==> src/rtl/seg_scan_display_pkg.sv <==
// Shared segment constants and the hex font for the scanned 7-segment driver.
// Patterns are active-low {g,f,e,d,c,b,a}.
package seg_pkg;

    typedef logic [6:0] seg_t;

    localparam seg_t SEG_OFF  = 7'h7F;
    localparam seg_t SEG_DASH = 7'h3F;

    localparam seg_t SEG_FONT [16] = '{
        7'h40, 7'h79, 7'h24, 7'h30, 7'h19, 7'h12, 7'h02, 7'h78,
        7'h00, 7'h18, 7'h08, 7'h03, 7'h46, 7'h21, 7'h06, 7'h0E
    };

    function automatic seg_t seg_font(input logic [3:0] nibble);
        return SEG_FONT[nibble];
    endfunction

endpackage

==> src/rtl/seg_scan_display_if.sv <==
// Value/strobe inputs and scanned pin outputs of the display driver.
// master = register side driving values, slave = the display driver itself.
interface seg_scan_display_if #(
    parameter int DIGITS = 4
);
    logic                  load;
    logic [4*DIGITS-1:0]   data;
    logic                  valid;
    logic                  blink_en;
    logic [6:0]            seg_o;
    logic [DIGITS-1:0]     dig_o;
    logic                  commit_o;

    modport master (
        output load, data, valid, blink_en,
        input  seg_o, dig_o, commit_o
    );

    modport slave (
        input  load, data, valid, blink_en,
        output seg_o, dig_o, commit_o
    );
endinterface

==> src/rtl/seg_scan_display_font_dec.sv <==
// Nibble to active-low segment pattern; an invalid value shows a dash.
// Purely combinational, no backpressure.
module seg_font_dec
    import seg_pkg::*;
(
    input  logic [3:0] nibble,
    input  logic       valid,
    output seg_t       seg
);

    assign seg = valid ? seg_font(nibble) : SEG_DASH;

endmodule

==> src/rtl/seg_scan_display.sv <==
// Time-multiplexed hex display driver with frame-aligned commit, slot blanking and blink.
// Outputs registered one cycle after counter state; load accepted every cycle. Option: SEG_LZB_EN.
module seg_scan_display
    import seg_pkg::*;
#(
    parameter int DIGITS       = 4,
    parameter int SCAN_DIV     = 1000,
    parameter int BLANK_CYC    = 16,
    parameter int BLINK_FRAMES = 64
) (
    input  logic               clk,
    input  logic               rst_n,
    seg_scan_display_if.slave  bus
);

    localparam int IDX_W = (DIGITS > 1) ? $clog2(DIGITS) : 1;
    localparam int PRE_W = $clog2(SCAN_DIV);
    localparam int FRM_W = (BLINK_FRAMES > 1) ? $clog2(BLINK_FRAMES) : 1;
    localparam int DW    = 4 * DIGITS;

    logic [PRE_W-1:0]  presc;
    logic [IDX_W-1:0]  idx;
    logic [FRM_W-1:0]  frm_cnt;
    logic              blink_on;

    logic [DW-1:0]     disp_dat;
    logic              disp_vld;
    logic [DW-1:0]     pend_dat;
    logic              pend_vld;
    logic              pend_flag;

    seg_t              seg_q;
    logic [DIGITS-1:0] dig_q;
    logic              commit_q;

    logic              slot_wrap;
    logic              frame_end;
    logic [3:0]        cur_nib;
    seg_t              font_seg;
    logic              lz_blank;
    seg_t              seg_nxt;
    logic [DIGITS-1:0] dig_nxt;

    assign slot_wrap = (presc == PRE_W'(SCAN_DIV - 1));
    assign frame_end = slot_wrap && (idx == IDX_W'(DIGITS - 1));

    always_comb begin
        cur_nib = 4'h0;
        for (int i = 0; i < DIGITS; i++) begin
            if (idx == IDX_W'(i)) cur_nib = disp_dat[i*4 +: 4];
        end
    end

    seg_font_dec u_font (
        .nibble (cur_nib),
        .valid  (disp_vld),
        .seg    (font_seg)
    );

`ifdef SEG_LZB_EN
    // lz_run[i]: every nibble from the top down to i is zero
    logic [DIGITS-1:0] lz_run;
    always_comb begin
        lz_run = '0;
        lz_run[DIGITS-1] = (disp_dat[DW-1 -: 4] == 4'h0);
        for (int i = DIGITS - 2; i >= 0; i--) begin
            lz_run[i] = lz_run[i+1] && (disp_dat[i*4 +: 4] == 4'h0);
        end
    end
    assign lz_blank = disp_vld && (idx != '0) && lz_run[idx];
`else
    assign lz_blank = 1'b0;
`endif

    always_comb begin
        seg_nxt = SEG_OFF;
        dig_nxt = '1;
        if ((presc >= PRE_W'(BLANK_CYC)) && !(bus.blink_en && !blink_on)) begin
            dig_nxt = ~(DIGITS'(1) << idx);
            seg_nxt = lz_blank ? SEG_OFF : font_seg;
        end
    end

    always_ff @(posedge clk or negedge rst_n) begin
        if (!rst_n) begin
            presc     <= '0;
            idx       <= '0;
            frm_cnt   <= '0;
            blink_on  <= 1'b1;
            disp_dat  <= '0;
            disp_vld  <= 1'b0;
            pend_dat  <= '0;
            pend_vld  <= 1'b0;
            pend_flag <= 1'b0;
            seg_q     <= SEG_OFF;
            dig_q     <= '1;
            commit_q  <= 1'b0;
        end else begin
            seg_q    <= seg_nxt;
            dig_q    <= dig_nxt;
            commit_q <= 1'b0;

            if (slot_wrap) begin
                presc <= '0;
                idx   <= (idx == IDX_W'(DIGITS - 1)) ? '0 : idx + 1'b1;
            end else begin
                presc <= presc + 1'b1;
            end

            if (frame_end && pend_flag) begin
                disp_dat  <= pend_dat;
                disp_vld  <= pend_vld;
                pend_flag <= 1'b0;
                commit_q  <= 1'b1;
            end
            // A coincident load lands after the commit above, so it stays pending
            if (bus.load) begin
                pend_dat  <= bus.data;
                pend_vld  <= bus.valid;
                pend_flag <= 1'b1;
            end

            if (!bus.blink_en) begin
                frm_cnt  <= '0;
                blink_on <= 1'b1;
            end else if (frame_end) begin
                if (frm_cnt == FRM_W'(BLINK_FRAMES - 1)) begin
                    frm_cnt  <= '0;
                    blink_on <= ~blink_on;
                end else begin
                    frm_cnt <= frm_cnt + 1'b1;
                end
            end
        end
    end

    assign bus.seg_o    = seg_q;
    assign bus.dig_o    = dig_q;
    assign bus.commit_o = commit_q;

endmodule

==> src/flat_wrapper.sv <==
// flat-port wrapper written by rule: the top's interface ports become plain ports
module seg_scan_display_flat import seg_pkg::*;
#(
    parameter int DIGITS       = 4,
    parameter int SCAN_DIV     = 1000,
    parameter int BLANK_CYC    = 16,
    parameter int BLINK_FRAMES = 64
)
  (clk, rst_n, bus_load, bus_data, bus_valid, bus_blink_en, bus_seg_o, bus_dig_o, bus_commit_o);
  seg_scan_display_if #(.DIGITS(DIGITS)) bus_i ();
  input  logic clk;
  input  logic rst_n;
  input wire logic [$bits(bus_i.load)-1:0] bus_load;
  input wire logic [$bits(bus_i.data)-1:0] bus_data;
  input wire logic [$bits(bus_i.valid)-1:0] bus_valid;
  input wire logic [$bits(bus_i.blink_en)-1:0] bus_blink_en;
  output wire logic [$bits(bus_i.seg_o)-1:0] bus_seg_o;
  output wire logic [$bits(bus_i.dig_o)-1:0] bus_dig_o;
  output wire logic [$bits(bus_i.commit_o)-1:0] bus_commit_o;
  assign bus_i.load = bus_load;
  assign bus_i.data = bus_data;
  assign bus_i.valid = bus_valid;
  assign bus_i.blink_en = bus_blink_en;
  assign bus_seg_o = bus_i.seg_o;
  assign bus_dig_o = bus_i.dig_o;
  assign bus_commit_o = bus_i.commit_o;
  seg_scan_display #(.DIGITS(DIGITS), .SCAN_DIV(SCAN_DIV), .BLANK_CYC(BLANK_CYC), .BLINK_FRAMES(BLINK_FRAMES)) u_core (.clk(clk), .rst_n(rst_n), .bus(bus_i));
endmodule
==> config.mk <==
export PLATFORM = sky130hd
export DESIGN_NAME = seg_scan_display_flat
export DESIGN_NICKNAME = d
export VERILOG_FILES = /design/src/rtl/seg_scan_display_pkg.sv /design/src/rtl/seg_scan_display_if.sv /design/src/rtl/seg_scan_display_font_dec.sv /design/src/rtl/seg_scan_display.sv /design/src/flat_wrapper.sv
export SDC_FILE = /design/constraint.sdc
export NUM_CORES = 1
export LEC_CHECK = 0
export ABC_AREA = 1
export CORE_MARGIN = 10
export CORE_UTILIZATION = 55
export DETAILED_ROUTE_END_ITERATION = 8
export PLACE_DENSITY = 0.77
export SYNTH_ARGS = -nofsm -noshare
export SYNTH_HDL_FRONTEND = slang
export SYNTH_SLANG_ARGS = --single-unit
==> constraint.sdc <==
create_clock -name clk -period 2.3 [get_ports clk]
set_input_delay 0.23 -clock clk [delete_from_list [all_inputs] [get_ports clk]]
set_output_delay 0.23 -clock clk [all_outputs]
set_load 0.02 [all_outputs]
## After elaboration in Yosys (flattened, before gate mapping)

Memories as Yosys holds them, arrays and structs flattened.
Cells that the tools add are included.

| storage, ports and cells | value |
|---|---|
| flip-flop bits (word level) | 66 |
| bits in read-only memories | 112 |
| word-level logic and storage cells | 58 |
| memories | 1 |

Memories:

| name | words | width | rd ports | clocked after Yosys merged registers in | wr ports | line | RTL |
|---|---|---|---|---|---|---|---|
| (no name shown) | 16 | 7 | 1 | 0 | 0 | seg_scan_display_pkg.sv:16 | `return SEG_FONT[nibble];` |

| operators by class | value |
|---|---|
| add/sub/neg operators | 3 |
| order comparisons | 2 |
| equal/unequal tests | 7 |
| shifts and indexed selects | 1 |
| multiplexer cells | 20 |
| bitwise operators | 3 |
| reductions and logical operators | 9 |

Operator list:

| kind | count |
|---|---|
| $mux 7 | 4 |
| $mux 4 | 5 |
| $mux 6 | 3 |
| $add 10x1->10 const B | 1 |
| $eq 10x10->1 const B | 1 |
| $ge 10x5->1 const B | 1 |
| $mux 10 | 1 |
| $add 6x1->6 const B | 1 |
| $eq 6x6->1 const B | 1 |
| $mux 1 | 6 |
| $ge 5x5->1 const B | 1 |
| $not 4->5 | 1 |
| $eq 2x2->1 const B | 2 |
| $logic_and 1x1->1 | 4 |
| $ne 2x1->1 const B | 2 |
| $not 4->4 | 1 |
| $shl 1x2->4 const A | 1 |
| $add 2x1->2 const B | 1 |
| $eq 2x1->1 const B | 1 |
| $logic_not 1->1 | 2 |
| $logic_not 2->1 | 1 |
| $mux 2 | 1 |
| $reduce_and 2->1 | 1 |
| $reduce_bool 2->1 | 1 |
| $not 1->1 | 1 |

## Logic depth before layout (Yosys ltp)

Gate-level depths: netlist of run 1.

| depth | value |
|---|---|
| depth in word-level cells | 11 |
| mapped depth | 15 |

## Modules after synthesis

Synthesis of run 1 repeated with hierarchy kept, for this count alone.

| second synthesis, totals | value |
|---|---|
| cell total of the unflattened synthesis | 368 |
| area total of the unflattened synthesis | 3299.4 um2 |

By module, submodules not included:

| module | times used | cells each | area each (um2) | seq. area each (um2) |
|---|---|---|---|---|
| seg_scan_display | 1 | 314 | 2999.1 | 1666.6 |
| seg_font_dec | 1 | 54 | 300.3 | 0.0 |

## Worst setup path after synthesis of run 1

OpenSTA, ideal clock, no wires.

| timing | value |
|---|---|
| kind | reg-to-reg |
| start point | register u_core.idx[0] |
| end point | register u_core.seg_q[3], in the netlist u_core.bus.seg_o[3] |
| arrival | 1.658 ns |
| data required time | 2.236 ns |
| path slack | 0.578 ns |
| stages on the path, launching flop included | 14 |
| period minus slack after synthesis | 1.722 ns |
| path through | dfrtp_1 inv_1 ha_1 inv_2 nor2_1 nor2_1 nand2_1 nand2_1 ha_1 inv_1 nand2_1 nand2_1 nand2_1 nand3_1 |

| on the way | value |
|---|---|
| longest elaborated chain between the ends | 11 |
| elaborated cells on any way between the ends | 14 |
| classes of those cells | 3 x eq/ne; 8 x mux; 1 x bitwise; 1 x reduce/logical; 1 x memory |

RTL lines:

| what | line | RTL |
|---|---|---|
| start: declaration | seg_scan_display.sv:22 | `logic [IDX_W-1:0] idx;` |
| start signal: assignment | seg_scan_display.sv:105 | `idx <= (idx == IDX_W'(DIGITS - 1)) ? '0 : idx + 1'b1;` |
| $logic_not 2->1 | seg_scan_display.sv:50 | `if (idx == IDX_W'(i)) cur_nib = disp_dat[i*4 +: 4];` |
| $mux 4 (3 in series) | seg_scan_display.sv:50 |  |
| $mux 4 (*) | seg_scan_display.sv:50 |  |
| $not 4->5 (implied by the code) (*) | seg_scan_display_pkg.sv:16 |  |
| $mem_v2 16x7 (*) | n/a |  |
| $mux 7 (implied by the code) (*) (2 in series) | seg_scan_display_pkg.sv:16 |  |
| $mux 7 (*) | seg_scan_display_font_dec.sv:11 | `assign seg = valid ? seg_font(nibble) : SEG_DASH;` |
| $mux 7 (*) | seg_scan_display.sv:78 | `if ((presc >= PRE_W'(BLANK_CYC)) && !(bus.blink_en && !blink_on)) begin` |
| via u_core.seg_nxt[3] | seg_scan_display.sv:41 | `seg_t seg_nxt;` |
| end signal: assignment | seg_scan_display.sv:99 | `seg_q <= seg_nxt;` |
| end: declaration | seg_scan_display.sv:32 | `seg_t seg_q;` |

Mark *: on every way through the listed nets, which the timed path passes. The rest lies on a longest branch. The select of a mux whose other input is x is not followed.
A chain may end at the register's enable or synchronous reset.

## Worst setup path after layout of run 1

Ends and elaborated chain as after synthesis.

==> results.txt, run 1 <==
Dividing the detail-routed wire length by the instance count gives 12.4 um. The overflow left after global routing came out at 0. The top-level I/O count is 33.

The die is 96.4 um tall. The layout cell share with drive strength beyond 1 is 21.0%. The maximum number of pins on one net before global-route repair is 38. The number of maximum-capacitance constraint violations is 0.

For this run, the number of Yosys warnings is 0. The clock latency on the worst-skew pair is 330 ps. TritonCTS built the clock tree. The area of the multi-input gates is 1300 um^2. For this run, the total global-route usage over all layers was measured as 13.7%.

Summing the areas of all fa, ha and maj instances in the mapped netlist gives 3.50% of the synthesized area. The number of nets with antenna violations after detailed routing is 0. The xor/xnor cell area share of the yosys netlist came out at 0.545%.

By area, the combinational part of the netlist is dominated by simple AND/OR/NAND/NOR gates. The maximum level of the CTS H-tree came out at 3. The tree is rooted in a clkbuf_8. In this run the worst hold path is classified as in -> reg. The net count of the finished layout is 430. The row count came out at 27.

Wires add up to 5.90 mm. In the synthesized netlist the async set-or-reset flop fraction comes to 100%. The arrival time of data at the critical path endpoint came out at 2250 ps. The maximum operating frequency is 0.505 GHz. The total negative slack for setup checks is 0 ps. The final design instance area without fill came out at 3770 um^2. The highest-delay cell along the critical path is dfrtp_1. After synthesis, the share of cell area in mux cells is 0%.

The final critical-path required period came out at 1980 ps. The critical path is of the reg -> reg type. The number of cells on the worst reg-to-reg path came out at 13. The required time at the endpoint of the critical path is 2570 ps.

The flow ran to the end, and the final reports show no timing, DRC or antenna violations. The post-synthesis simple-gate area fraction came out at 24.6%. The final-layout fill cell count came out at 465. The maximum clock path buffer count came out at 2. The share of synthesized area occupied by flip-flops and latches is 51.9%.

The final-report max-slew violation count is 0. The sequential cell area in the final layout came out at 1670 um^2. Setup repair after global routing left no endpoint under its margin. Yosys attributes the largest share of cell area to dfrtp_1, dfstp_2, nand2_1. The total via count in the routed design came out at 2349.

For this design the ratio of total power to cell area is 579 nW/um^2. The slew at the pin with the worst max-slew slack came out at 518 ps. The cell count after synthesis came out at 361. The number of input and output port buffers inserted came out at 32. The initial antenna violation count came out at 0. The number of flip-flops and latches in the synthesized netlist is 66. The CTS buffer count is 9. The die covers 9300 um^2. Summing the areas of all compound-gate instances in the mapped netlist gives 11.9% of the synthesized area.

The netlist area before placement came out at 3210 um^2. The total core area came out at 5570 um^2. Walking the worst path, the cells encountered are inv_1, ha_1, inv_2, nor2_1, nor2_1, nand2_1, nand2_1, ha_1, inv_1, nand2_1, nand2_1, nand2_1, nand3_1.

The number of enable flip-flop cells after synthesis came out at 0. On the worst path, the slowest cell contributes a delay of 400 ps. The clock transition at the registers of the reported paths came out at 70 ps.

The static leakage power came out at 0.00180 uW. The via count of the first global-routing pass came to 2317. For this run, the leading register cell type out of synthesis is dfrtp_1. The total setup violations reported at the end of the flow is 0.

The number of DRC markers in iteration 0 came out at 133. The TritonCTS sink count is 66. Using the TritonRoute via totals, the vias-per-cell ratio works out to 4.92. The initial standard-cell utilization of the core is 57.6%. After synthesis, the most frequently instantiated cells are nand2_1, dfrtp_1, inv_1, nor2_1, o21ai_0. After layout, the worst path uses 86.1% of the clock period. The first-pass GRT wire length is 10.1 mm. The worst slew slack as a fraction of its limit is 65.5%. The die is 96.4 um wide. The post-synthesis net count is 391. The largest fanout on the critical path came out at 6.

The worst IR drop on VDD is 0.000401 V. The routability congestion estimate came out at 0.926. The final hold violation count came out at 0. After detailed routing, the number of remaining DRC violations is 0. The final total power came out at 2180 uW.

The area added between synthesis and finish is 17.3%. Summed over all instances, the cell type with the most area after synthesis is dfrtp_1. Counting stages on the worst path, the most repeated cell is nand2_1. The total iterations of the first detailed-routing run is 4. By instance count, the leading cell after synthesis is nand2_1. The final clock skew came out at 6.92 ps. Averaged over all synthesized cells, the footprint is 8.90 um^2. The share of the synthesized area in the top cell type came out at 42.1%. In this run, post-CTS repair resized a total of 0 instances. STA classifies the critical path startpoint as a flip-flop.

The number of inserted diodes is 0. After detailed placement, the total cell area comes to 3580 um^2. The wire-length estimate of the detail-placed layout is 4.35 mm.

The unique cell type count in the Yosys netlist is 32. The capturing element type of the critical path is a flip-flop. The depth of the worst hold-timing path is 3.
## per-layer routing
layer  wire [um]  track usage, %
met1        2810            17.5
met2        2720            21.2
met3         267            2.93
met4         108            7.38
met5           0               0
## through the flow
stage | setup WS, ps | instances | hold slack (ps) | utilization (%)
2_1_floorplan | 578 | 361 | -65.6 | -
3_3_place_gp | 457 | 460 | 268 | 64.2
3_5_place_dp | 355 | 460 | 272 | 64.2
4_1_cts | 332 | 477 | 434 | 67.6
5_1_grt | 145 | 477 | 458 | 67.6
6_report | 320 | 477 | 449 | 67.6
## cell usage in the layout (no fill, tap or decap), types with 9 or more instances in the layout
master / n
o21ai_0: 25
inv_1: 40
nand2_1: 80
dfrtp_1: 54
a21oi_1: 11
clkdlybuf4s50_1: 31
nand3_1: 21
clkbuf_8: 10
nand2_2: 17
ha_1: 9
dfstp_2: 12
o21ai_2: 17
nor2_1: 31
## critical path: cells and delay by family, from the launching register on
kind / cells / cell delay, ps
adder cells (fa/ha/maj): 2 / 620
buffers and inverters: 3 / 280
flip-flops: 1 / 400
AND/OR/NAND/NOR: 8 / 610
## path summary, 6_finish.rpt
check                                           startpoint  slack [ps]                         endpoint
min in group asynchronous                            rst_n         460        u_core.presc[6]$_DFF_PN0_
min                                           bus_data[11]         450  u_core.pend_dat[11]$_DFFE_PN0P_
max in group asynchronous                            rst_n        1490   u_core.disp_dat[1]$_DFFE_PN0P_
max                              u_core.idx[0]$_DFFE_PN0N_         320    u_core.bus.seg_o[3]$_DFF_PN1_
max reg2reg                      u_core.idx[0]$_DFFE_PN0N_         320    u_core.bus.seg_o[3]$_DFF_PN1_
min reg2reg                u_core.disp_dat[12]$_DFFE_PN0P_         500  u_core.disp_dat[12]$_DFFE_PN0P_
## state kept, by name, indices dropped and copies added (netlist names)
signal,flops
u_core.blink_on,1
u_core.bus.commit_o,1
u_core.bus.dig_o,4
u_core.bus.seg_o,7
u_core.disp_dat,16
u_core.disp_vld,1
u_core.frm_cnt,6
u_core.idx,2
u_core.pend_dat,16
u_core.pend_flag,1
u_core.pend_vld,1
u_core.presc,10
## area by class of cell
class,count,area share (%)
flip-flops and latches,66,44.2
multi-input cells,239,34.6
repair buffers,36,9.23
inverters,48,4.78
clock buffers,10,3.65
well taps,72,2.39
clock inverters,6,1.13
## cells by family after synthesis
| group | count (synthesis) |
|---|---|
| flip-flops | 66 |
| AO/OA/AOI/OAI | 61 |
| adder cells (fa/ha/maj) | 9 |
| buffers and inverters | 56 |
| XOR/XNOR | 2 |
| AND/OR/NAND/NOR | 167 |
## what timing repair did
action,CTS,global route
hold endpoints to repair,54,0
hold buffers,1,0
setup buffers,0,0
## power by group
group | total (uW) | switching (uW) | internal, uW
clock network | 870 | 450 | 420
logic | 115 | 67.2 | 47.5
registers | 1200 | 8.57 | 1190
total | 2180 | 526 | 1660
Power figures use the tool's default switching activity.
==> run 2: changes to the inputs <==
- CORE_UTILIZATION: 55 -> 28
- PLACE_DENSITY: 0.77 -> 0.44
==> run 2 against run 1 <==
Compared with the run above:
- count of clock-buffer cells in the layout up 1
- global-route usage shrank 4.7 points
- utilization is 32 points lower
- power increased by 28%
- critical endpoint unchanged
- largest cell class unchanged
==> results.txt, run 2 (synthesis gave the netlist of run 1 again) <==
The run finished with clean final reports. The overflow left after global routing came out at 0. The initial standard-cell utilization of the core is 28.4%. The number of setup buffers added after CTS came out at 0.

The arrival time of data at the critical path endpoint is 2250 ps. The library cells used most frequently in the layout, excluding fill and tap cells, are nand2_1, dfrtp_1, inv_1. The worst setup path is launched from a flip-flop. During placement, the flow inserted port buffers numbering 32. The clock transition at the registers of the reported paths is 60 ps. The maximum clock path buffer count came out at 2. The library cell used most frequently in the layout, excluding fill and tap cells, is nand2_1. The worst setup path is captured at a flip-flop. In this run the static leakage power is 0.00188 uW. The routed layout has 2360 vias. The path class of the tightest hold or removal check is in -> async. The final hold violation count is 0. The first-pass GRT wire length is 11.7 mm.

The number of DRC markers in iteration 0 is 111. The worst hold slack came out at 451 ps. The largest fanout on the critical path is 6. The power per standard cell area is 693 nW/um^2.

The TritonCTS sink count came out at 66. The total die area is 16200 um^2. In the final layout, the share of cells above drive strength 1 is 20.7%. The critical path in this run is classified as reg -> reg.

The final routed DRC violation total is 0. The total negative slack for setup checks is 0 ps. The first detailed-routing pass ran for 4 iterations.

The CTS buffer count is 9. The HPWL after detailed placement is 4.99 mm. The total routing usage reported by global routing is 8.93%. The worst setup slack after placement came out at 359 ps.

The post-placement cell area came out at 3690 um^2. The die is 127 um tall. The final design instance area without fill is 4020 um^2. Measured along the x axis, the die boundary spans 127 um.

Setup violations remaining at the end of the flow were counted as 0. The via count of the first global-routing pass is 2382. The final-report max-slew violation count is 0. The worst IR drop on VDD came out at 0.000244 V.

Setup repair after global routing left no endpoint under its margin. Once detail routing completed, the nets flagged for antenna violations numbered 0. The final critical-path required period is 1980 ps.

The CTS root buffer is clkbuf_16. After detailed routing, the total wire length is 6.71 mm. Measured on the finished design, the core utilization comes to 35.5%. The net count of the finished layout is 430.

The total core area came out at 11300 um^2. The slew at the pin with the worst max-slew slack came out at 622 ps. The area added between synthesis and finish is 25.2%. The worst slew slack as a fraction of its limit is 58.5%. The row count came out at 39. Setup slack closes at 321 ps. The initial antenna violation count came to 0.

After layout, the worst path uses 86.1% of the clock period. The clock latency on the worst-skew pair is 330 ps. The maximum operating frequency came out at 0.505 GHz. The largest registers in the layout are u_core.disp_dat (16), u_core.pend_dat (16), u_core.presc (10).

Between clock sinks in the finished design, the worst skew comes to 5.15 ps. At the worst endpoint, the required time is 2570 ps. The routability congestion estimate came out at 0.794. TritonCTS built the clock tree. Across the run, the number of max-cap violations was 0. The maximum level of the CTS H-tree is 3. Dividing the detail-routed wire length by the instance count gives 12.3 um. For this design the top-level I/O count stands at 33. The repair_antennas step left the layout with diodes totalling 0. The routed via count divided by cell count came out at 4.31.

Entering global routing, the biggest net connects 36 pins. The post-cts gate resize count came out at 0.
-- run 2: critical path, stage by stage, from the launching register on --
cell and delay [ps]:
dfrtp_1 400, inv_1 130, ha_1 300, inv_2 80, nor2_1 90, nor2_1 40, nand2_1 100, nand2_1 140
ha_1 320, inv_1 70, nand2_1 50, nand2_1 70, nand2_1 40, nand3_1 80
-- run 2: through the flow --
step / power, uW / instances
6_report: 2790 / 548
5_1_grt: 2900 / 548
4_1_cts: 2840 / 548
3_5_place_dp: 1340 / 531
3_3_place_gp: 1340 / 531
2_1_floorplan: 1260 / 361
-- run 2: final cells by class --
class                           instances  area [um^2]
Tap cell                              143          179
Sequential cell                        66         1670
Fill cell                            1182         7300
Clock buffer                           11          243
Multi-Input combinational cell        239         1300
Inverter                               48          180
Clock inverter                          5         77.6
Timing Repair Buffer                   36          373
-- run 2: layer usage --
metal | up-vias | track usage [%] | wire length (um)
met3 | 12 | 2.52 | 291
met5 | - | 0 | 0
li1 | 1236 | - | -
met4 | 0 | 5.63 | 178
met2 | 45 | 12.5 | 2820
met1 | 1067 | 11.8 | 3420
-- run 2: repair_timing --
| action | CTS | global route |
|---|---|---|
| hold buffers | 1 | 0 |
| hold endpoints to repair | 22 | 0 |
| endpoints found under the setup margin | 0 | 0 |
-- run 2: final timing paths --
path                                                 from                             end  slack, ps  cells past startpoint
max                             u_core.idx[0]$_DFFE_PN0N_   u_core.bus.seg_o[3]$_DFF_PN1_        320                     13
min                                                 rst_n  u_core.pend_dat[2]$_DFFE_PN0P_        450                      2
max reg2reg                     u_core.idx[0]$_DFFE_PN0N_   u_core.bus.seg_o[3]$_DFF_PN1_        320                     13
min reg2reg                u_core.disp_dat[5]$_DFFE_PN0P_  u_core.disp_dat[5]$_DFFE_PN0P_        490                      2
max in group asynchronous                           rst_n   u_core.bus.seg_o[0]$_DFF_PN1_       1220                      3
min in group clk                              bus_data[6]  u_core.pend_dat[6]$_DFFE_PN0P_        450                      3
-- run 2: report_power, final --
| part | internal [uW] | switching, uW |
|---|---|---|
| Clock | 974 | 494 |
| Combinational | 52.0 | 69.5 |
| Sequential | 1190 | 7.73 |
| Total | 2220 | 571 |
==> run 3: changes to the inputs <==
- CAP_MARGIN: not set -> 20
==> results of run 3 <==
No change in the layout: final DEF, timing and power equal those of run 2.
